===== src/rtl/cache_pkg.sv =====
// cache_pkg: shared types and address-field helpers for the data cache
package cache_pkg;
    localparam int WORD_W = 32;
    typedef enum logic [1:0] {IDLE, REFILL, WRITE} dc_state_t;
    function automatic int tag_w(input int lines, input int words);
        return WORD_W - 2 - $clog2(lines) - $clog2(words);
    endfunction
endpackage


===== src/rtl/dcache_storage.sv =====
// dcache_storage: valid/tag/data arrays, one combinational read port, synchronous write ports
module dcache_storage
    import cache_pkg::*;
#(
    parameter int LINES = 16,
    parameter int WORDS = 4,
    localparam int IW = $clog2(LINES),
    localparam int WB = $clog2(WORDS),
    localparam int TW = tag_w(LINES, WORDS)
) (
    input  logic              clk,
    input  logic              reset,
    input  logic [IW-1:0]     rd_index,
    input  logic [WB-1:0]     rd_word,
    output logic              rd_valid,
    output logic [TW-1:0]     rd_tag,
    output logic [WORD_W-1:0] rd_data,
    input  logic [IW-1:0]     wr_index,
    input  logic              fill_en,
    input  logic [WB-1:0]     fill_word,
    input  logic [WORD_W-1:0] fill_data,
    input  logic              tag_en,
    input  logic [TW-1:0]     tag_data,
    input  logic              st_en,
    input  logic [IW-1:0]     st_index,
    input  logic [WB-1:0]     st_word,
    input  logic [WORD_W-1:0] st_data
);
    logic [LINES-1:0]  valid;
    logic [TW-1:0]     tags [LINES];
    logic [WORD_W-1:0] data [LINES][WORDS];

    always_ff @(posedge clk) begin
        if (reset) valid <= '0;
        else if (tag_en) valid[wr_index] <= 1'b1;
    end

    // tag and data contents are meaningless until valid is set, so they need no reset
    always_ff @(posedge clk) begin
        if (tag_en) tags[wr_index] <= tag_data;
        if (fill_en) data[wr_index][fill_word] <= fill_data;
        else if (st_en) data[st_index][st_word] <= st_data;
    end

    assign rd_valid = valid[rd_index];
    assign rd_tag   = tags[rd_index];
    assign rd_data  = data[rd_index][rd_word];
endmodule


===== src/rtl/dcache_controller.sv =====
// dcache_controller: direct-mapped write-through no-write-allocate data cache
// with a word-wide memory handshake; stalls the core on misses and stores
module dcache_controller
    import cache_pkg::*;
#(
    parameter int LINES = 16,
    parameter int WORDS = 4
) (
    input  logic        clk,
    input  logic        reset,
    input  logic        MemRead,
    input  logic        MemWrite,
    input  logic [31:0] addr,
    input  logic [31:0] wdata,
    output logic [31:0] rdata,
    output logic        stall,
    output logic        mem_req,
    output logic        mem_we,
    output logic [31:0] mem_addr,
    output logic [31:0] mem_wdata,
    input  logic [31:0] mem_rdata,
    input  logic        mem_ready
);
    localparam int IW = $clog2(LINES);
    localparam int WB = $clog2(WORDS);
    localparam int TW = tag_w(LINES, WORDS);
    localparam int LO = WB + 2;

    dc_state_t     state, state_nx;
    logic [WB-1:0] cnt;
    logic [31:0]   cap_addr, cap_wdata, lk_addr;
    logic          rd_valid, hit, last, fill_en, tag_en, st_en;
    logic [TW-1:0] rd_tag;
    logic [31:0]   rd_data;
    logic          unused_bits;

    // a pending store looks up its captured address, everything else the live request
    assign lk_addr     = state == WRITE ? cap_addr : addr;
    assign hit         = rd_valid && rd_tag == lk_addr[31-:TW];
    assign last        = cnt == WB'(WORDS - 1);
    assign unused_bits = ^{addr[1:0], lk_addr[1:0]};

    dcache_storage #(.LINES(LINES), .WORDS(WORDS)) u_storage (
        .clk       (clk),
        .reset     (reset),
        .rd_index  (lk_addr[LO+:IW]),
        .rd_word   (lk_addr[2+:WB]),
        .rd_valid  (rd_valid),
        .rd_tag    (rd_tag),
        .rd_data   (rd_data),
        .wr_index  (cap_addr[LO+:IW]),
        .fill_en   (fill_en),
        .fill_word (cnt),
        .fill_data (mem_rdata),
        .tag_en    (tag_en),
        .tag_data  (cap_addr[31-:TW]),
        .st_en     (st_en),
        .st_index  (cap_addr[LO+:IW]),
        .st_word   (cap_addr[2+:WB]),
        .st_data   (cap_wdata)
    );

    always_comb begin
        state_nx  = state;
        stall     = 1'b0;
        rdata     = '0;
        mem_req   = 1'b0;
        mem_we    = 1'b0;
        mem_addr  = '0;
        mem_wdata = '0;
        fill_en   = 1'b0;
        tag_en    = 1'b0;
        st_en     = 1'b0;
        case (state)
            IDLE: begin
                stall    = MemWrite || (MemRead && !hit);
                rdata    = (MemRead && !MemWrite && hit) ? rd_data : '0;
                state_nx = MemWrite ? WRITE : (MemRead && !hit) ? REFILL : IDLE;
            end
            REFILL: begin
                stall    = 1'b1;
                mem_req  = 1'b1;
                mem_addr = {cap_addr[31:LO], cnt, 2'b00};
                fill_en  = mem_ready && !reset;
                tag_en   = fill_en && last;
                state_nx = (mem_ready && last) ? IDLE : REFILL;
            end
            WRITE: begin
                stall     = !mem_ready;
                mem_req   = 1'b1;
                mem_we    = 1'b1;
                mem_addr  = cap_addr;
                mem_wdata = cap_wdata;
                st_en     = mem_ready && hit && !reset;
                state_nx  = mem_ready ? IDLE : WRITE;
            end
            default: state_nx = IDLE;
        endcase
    end

    always_ff @(posedge clk) begin
        if (reset) begin
            state     <= IDLE;
            cnt       <= '0;
            cap_addr  <= '0;
            cap_wdata <= '0;
        end else begin
            state <= state_nx;
            if (state == IDLE) begin
                cap_addr  <= MemWrite ? {addr[31:2], 2'b00} : {addr[31:LO], LO'(0)};
                cap_wdata <= wdata;
                cnt       <= '0;
            end else if (state == REFILL && mem_ready) begin
                cnt <= cnt + 1'b1;
            end
        end
    end
endmodule

===== config.mk =====
export PLATFORM = sky130hd
export DESIGN_NAME = dcache_controller
export DESIGN_NICKNAME = d
export VERILOG_FILES = /design/src/rtl/cache_pkg.sv /design/src/rtl/dcache_storage.sv /design/src/rtl/dcache_controller.sv
export SDC_FILE = /design/constraint.sdc
export NUM_CORES = 2
export LEC_CHECK = 0
export ABC_AREA = 1
export CAP_MARGIN = 20
export CORE_MARGIN = 2
export CORE_UTILIZATION = 25
export DETAILED_ROUTE_END_ITERATION = 7
export PLACE_DENSITY_LB_ADDON = 0.08
export SLEW_MARGIN = 20
export SYNTH_ARGS = -nofsm -noshare
export SYNTH_HDL_FRONTEND = slang
export SYNTH_SLANG_ARGS = --single-unit

===== constraint.sdc =====
create_clock -name clk -period 7.8 [get_ports clk]
set_clock_uncertainty 0.2 [all_clocks]
set_input_delay 1.95 -clock clk [delete_from_list [all_inputs] [get_ports clk]]
set_output_delay 1.95 -clock clk [all_outputs]
set_load 0.01 [all_outputs]

Word level (Yosys, flattened, before mapping)
Memory sizes are Yosys's and may differ from the RTL's.
Index checks and enable logic that the tools add are counted.
{ "totals": {"word_cells": 336, "memories": 2, "in_bits": 101, "mem_bits_rw": 2432, "output_inout_bits": 99, "reg_bits": 84} }
{ "op_classes": {"reduce_logical": 21, "magnitude_cmp": 8, "bitwise": 132, "n_eq_ne": 4, "mux": 163, "addsub": 1} }
{ "mem_list": {"columns": ["name", "depth", "word_bits", "read_ports", "rd_clocked_by_memory_dff", "wr", "line_no", "source"], "rows": [
  ["u_storage.data", 16, 128, 1, 0, 1, "dcache_storage.sv:31", "logic [WORD_W-1:0] data [LINES][WORDS];"],
  ["u_storage.tags", 16, 24, 1, 0, 1, "dcache_storage.sv:30", "logic [TW-1:0] tags [LINES];"]
]} }
{ "ops": {"columns": ["op", "count"], "rows": [
  ["$mux 128", 2],
  ["$mux 32", 8],
  ["$mux 1", 142],
  ["$demux 32 s2", 2],
  ["$or 1x1->1", 128],
  ["$bmux 32 s2", 1],
  ["$pmux 32 s2", 1],
  ["$eq 24x24->1", 1],
  ["$or 16x16->16", 1],
  ["$logic_and 1x1->1", 13],
  ["$lt 4x5->1 const B", 2],
  ["$ge 3x3->1 const B", 3],
  ["$not 2->3", 3],
  ["$lt 3x1->1 const B", 2],
  ["$pmux 2 s3", 1],
  ["$bmux 1 s4", 1],
  ["$demux 1 s4", 1],
  ["$eq 2x2->1 const B", 2],
  ["$ge 4x1->1 const B", 1],
  ["$logic_not 1->1", 4],
  ["$mux 2", 2],
  ["$mux 4", 1],
  ["$reduce_or 2->1", 2],
  ["$pmux 1 s3", 1],
  ["other kinds (4)", 4]
]} }

Longest topological paths before layout
{ "depth": {"word_depth": 12, "mapped_depth": 26, "depth_no_buf": 23} }

Modules after synthesis
Synthesis repeated with hierarchy kept, for this count alone.
{ "unflattened": {"cells_unflattened": 8793, "hier_area_um2": 102569.6} }
{ "modules_own_cells": {"columns": ["module", "area_per_inst_um2", "cells_each", "seq_area_each_um2", "instances"], "rows": [
  ["dcache_storage", 98420.6, 8044, 73350.3, 1],
  ["dcache_controller", 4149.0, 749, 1321.3, 1]
]} }

Worst setup path after synthesis
OpenSTA, ideal clock, no wires.
{ "synth_timing": {"path_kind": "input port to output port", "start": "input port addr[5]", "end": "output port rdata[10]", "t_arrival_ps": 3933, "path_buffers": 5, "setup_slack_ps": 1717, "cell_stages": 14, "required_ps": 5650, "cell_sequence": "nand2_1 nand2_2 buf_2 buf_2 buf_2 clkbuf_1 buf_2 a21oi_1 a32o_1 o211ai_1 nand3_1 nand3_1 nand2_1 nor2_1"} }
{ "synth_via": {"elab_chain_cells": 7, "word_cells_on_any_way": 13, "classes_between": "eq/ne (1); mux (8); reduce/logical (2); memory (2)"} }
{ "synth_rtl": {"columns": ["item", "line_no", "source"], "rows": [
  ["start: declaration", "dcache_controller.sv:13", "input logic [31:0] addr,"],
  ["$mux 32 *", "dcache_controller.sv:38", "assign lk_addr = state == WRITE ? cap_addr : addr;"],
  ["$mem_v2 16x24 (tied with other cells)", null, null],
  ["$eq 24x24->1 (tied with other cells)", "dcache_controller.sv:39", "assign hit = rd_valid && rd_tag == lk_addr[31-:TW];"],
  ["$logic_and 1x1->1 / $mux 32 (equally long branches)", "dcache_controller.sv:39, dcache_storage.sv:47", null],
  ["$logic_and 1x1->1 / $mux 32 (equally long branches)", "dcache_controller.sv:77, dcache_storage.sv:47", null],
  ["$mux 32 *", "dcache_controller.sv:77", "rdata = (MemRead && !MemWrite && hit) ? rd_data : '0;"],
  ["$mux 32 *", "dcache_controller.sv:74", "case (state)"],
  ["end: declaration", "dcache_controller.sv:15", "output logic [31:0] rdata,"]
]} }
Every way passes the cells marked *; elsewhere a longest branch is shown, timed or not. The select of a mux whose other input is x is not followed.

Worst setup path after layout
{ "layout_timing": {"start": "input port addr[6]", "end": "output port rdata[3]"} }
The elaborated chain is that of the path after synthesis.

==> flow_summary.json <==
{
  "core-area_um2": 416000,
  "switchingPower_mw": 9.01,
  "finalSetupViolCount": 0,
  "gr-usage-all-layers": 0.193,
  "critPathMostFrequentCell": "nand2_1",
  "first_global_vias": 71800,
  "hold_class": "reg2reg",
  "drc": 0,
  "wl_mm": 419,
  "start_util": 0.251,
  "cts_tree": "done",
  "combPwrFrac": 0.134,
  "max_freq_ghz": 0.131,
  "clk_pin_slew_worst_paths_ps": 50,
  "hold_viol": 0,
  "place_hpwl_mm": 254,
  "synth-edff-count": 2432,
  "area_delta_synth_final_pct": 23.8,
  "grt_setup_unrepaired": "false",
  "startpoint": "addr[6]",
  "pwr-share-clk": 0.417,
  "timing.hold.ws_ps": 270,
  "grt_max_degree": 71,
  "ys.flop_type": "edfxtp_1",
  "dp_cells": 14700,
  "crit_buf_inv": 9,
  "clock-sinks": 2514,
  "num_rows": 237,
  "worstPathMaxFanout": 25,
  "critPathMaxStageDelay_ps": 560,
  "slowest_stage": "clkdlybuf4s50_1",
  "ys_warn_count": 0,
  "seq_area_frac_synth": 0.716,
  "worstSetupPathType": "in2out",
  "syn_inst": 8956,
  "drt_first_pass_iters": 6,
  "fin_crit_sh": 0.975,
  "instances_no_fill": 15300,
  "fp.dieH_um": 650,
  "drive_gt1_frac": 0.125,
  "power_frac_seq": 0.449,
  "wire_per_inst_um": 27.4,
  "synth_area_leaders": "edfxtp_1, nand2_1, nand3_1",
  "async_reset_ff_frac": 0,
  "tightest_slew_ps": 1140,
  "synth_common_cells": "nand2_1, edfxtp_1, nand3_1",
  "end_kind": "primary output",
  "ant_nets": 0,
  "cts_buffers": 311,
  "power.density_nw_per_um2": 259,
  "die_w_um": 650,
  "synth-seq-cells": 2514,
  "max_cap_violations": 0,
  "vias": 73100,
  "overflow": 0,
  "grt_first_pass_wirelength_mm": 581,
  "finalMaxSlewViolations": 0,
  "cp_data_required_time_ps": 5650,
  "ios": 200,
  "crit_chain": "dlygate4sd2_1 -> inv_1 -> o21ai_4 -> buf_12 -> inv_12 -> buf_12 -> nand3_1 -> nand3_1 -> nand2_1 -> nand2_1 -> nand2_1 -> nor2_1 -> nand2_1 -> nor2_1 -> nand2_1 -> nor2_4 -> buf_4 -> nand2_2 -> buf_12 -> buf_12 -> nor2_1 -> clkdlybuf4s50_1",
  "antenna_found_initial": 23,
  "clock_latency_ps": 930,
  "swShare": 0.269,
  "hp-start": "u_storage.valid[3]$_SDFFE_PP0P_",
  "r2r_end": "u_storage.data[4][100]$_DFFE_PP_",
  "syn_avg_cell_area_um2": 11.6,
  "p_leak_nw": 45.0,
  "relSlewSlack": 0.240,
  "path_delay_family": "buffers and inverters",
  "r2r_start": "state[0]$_SDFF_PP0_",
  "peakVddDrop_uv": 159,
  "synthesis.area_um2": 104000,
  "die-area_um2": 423000,
  "drt_iter0_drc": 6050,
  "portBuffers": 195,
  "cts_root_buf": "clkbuf_16",
  "finalPower_mw": 33.5,
  "gp_congestion": 0.818,
  "r2r_slack_ps": 1970,
  "yosys.area.top_type_share": 0.700,
  "period_minus_slack_ps": 7610,
  "status": "completed",
  "final_nets": 9628,
  "viasPerCell": 4.79,
  "clockBufferDepth": 4,
  "critPathCapture": "rdata[3]",
  "synth.distinct_cells": 32,
  "synth_most_common_cell": "nand2_1",
  "reg2reg_depth": 24,
  "worst_setup_path_start_kind": "primary input",
  "arrival_ps": 5460,
  "htree_levels": 5,
  "p_int_mw": 24.5,
  "cp_num_cells": 22,
  "yosys.area.top_type": "edfxtp_1"
}
## area by class of cell
cell class | instances | area (um2)
clock buffer | 409 | 8340
clock inverter | 143 | 1340
antenna | 26 | 65.1
sequential | 2514 | 74700
timing repair buffer | 886 | 9760
fill | 41800 | 287000
tap | 5497 | 6880
inverter | 273 | 1070
multi-input combinational | 5533 | 27100
## logic make-up (layout without fill, tap and decap cells)
family,count (synthesis),count (layout),synth area share
buf+inv,910,1711,0.0346
flops,2514,2514,0.716
fa+ha+maj,8,8,0.000959
compound gates,910,910,0.0625
other cells,1,28,0.0000359
simple gates,4613,4613,0.186
## tightest hold or removal path, stage by stage (launching register included)
cell	delay, ps
dfxtp_1	320
nor2_1	50
nor2_1	70
## power groups by stage
stage,Combinational (mW),Sequential [mW],Clock (mW)
after detailed placement,4.52,15.3,0
final,4.49,15.0,14.0
after floorplan,2.20,15.2,0
after CTS,4.57,15.0,14.4
after global routing,4.88,15.0,14.8
after global placement,4.51,15.3,0
## registers in the layout, indices dropped and copies added, names as in the netlist
name	flops
cap_addr	30
cap_wdata	32
cnt	2
state	2
u_storage.data	2048
u_storage.tags	384
u_storage.valid	16
## metrics by stage
step | setup TNS [ps] | instance area, um2 | worst slack [ps] | util
after global routing | 0 | 129000 | 20.5 | 0.310
after CTS | 0 | 129000 | 53.0 | 0.310
after detailed placement | -14290 | 119000 | -480 | 0.287
after floorplan | 0 | 104000 | 1720 | -
final | 0 | 129000 | 195 | 0.311
after global placement | -15920 | 119000 | -539 | 0.286
## how the worst min path moves through the flow
stage | slack [ps] | depth (start not counted) | end
floorplan | 240 | 2 | u_storage.valid[0]$_SDFFE_PP0P_
global placement | 250 | 2 | u_storage.valid[6]$_SDFFE_PP0P_
detailed placement | 260 | 2 | u_storage.valid[6]$_SDFFE_PP0P_
CTS | 270 | 2 | u_storage.valid[6]$_SDFFE_PP0P_
global route | 290 | 2 | u_storage.valid[9]$_SDFFE_PP0P_
finish | 270 | 2 | u_storage.valid[3]$_SDFFE_PP0P_
## cells in the final DEF (no fill, tap or decap), drive strengths merged
| cell | count |
|---|---|
| a211oi | 1 |
| ha | 8 |
| nand3b | 12 |
| nand2 | 2759 |
| nand3 | 1490 |
| clkinv | 116 |
| edfxtp | 2432 |
| clkdlybuf4s50 | 191 |
| nor3 | 5 |
| bufinv | 17 |
| o211ai | 256 |
| dfxtp | 82 |
| clkinvlp | 2 |
| or2 | 1 |
| bufbuf | 2 |
| diode | 26 |
| a21oi | 332 |
| conb | 2 |
| a32o | 256 |
| clkbuf | 411 |
| nor2 | 277 |
| nand4 | 68 |
| o21bai | 1 |
| inv | 281 |
| o21ai | 64 |
| nor4 | 1 |
| dlygate4sd2 | 2 |
| buf | 689 |
## layer usage
metal  up-vias  GRT usage  wire (um)
met5         -          0          0
met4         0     0.0696      15600
met1     37500      0.259     186000
li1      33400          -          -
met2      1751      0.324     201000
met3       560     0.0200      16300
## what timing repair did
item | CTS | global route
buffers inserted | 6 | 0
endpoints found under the hold margin | 0 | 0
gates resized for setup | 29 | 8
hold buffers | 0 | 0
endpoints found under the setup margin | 33 | 32
pin swaps | 2 | 0
gates cloned | 2 | 0
No activity file was read; power rests on OpenSTA's default activity.
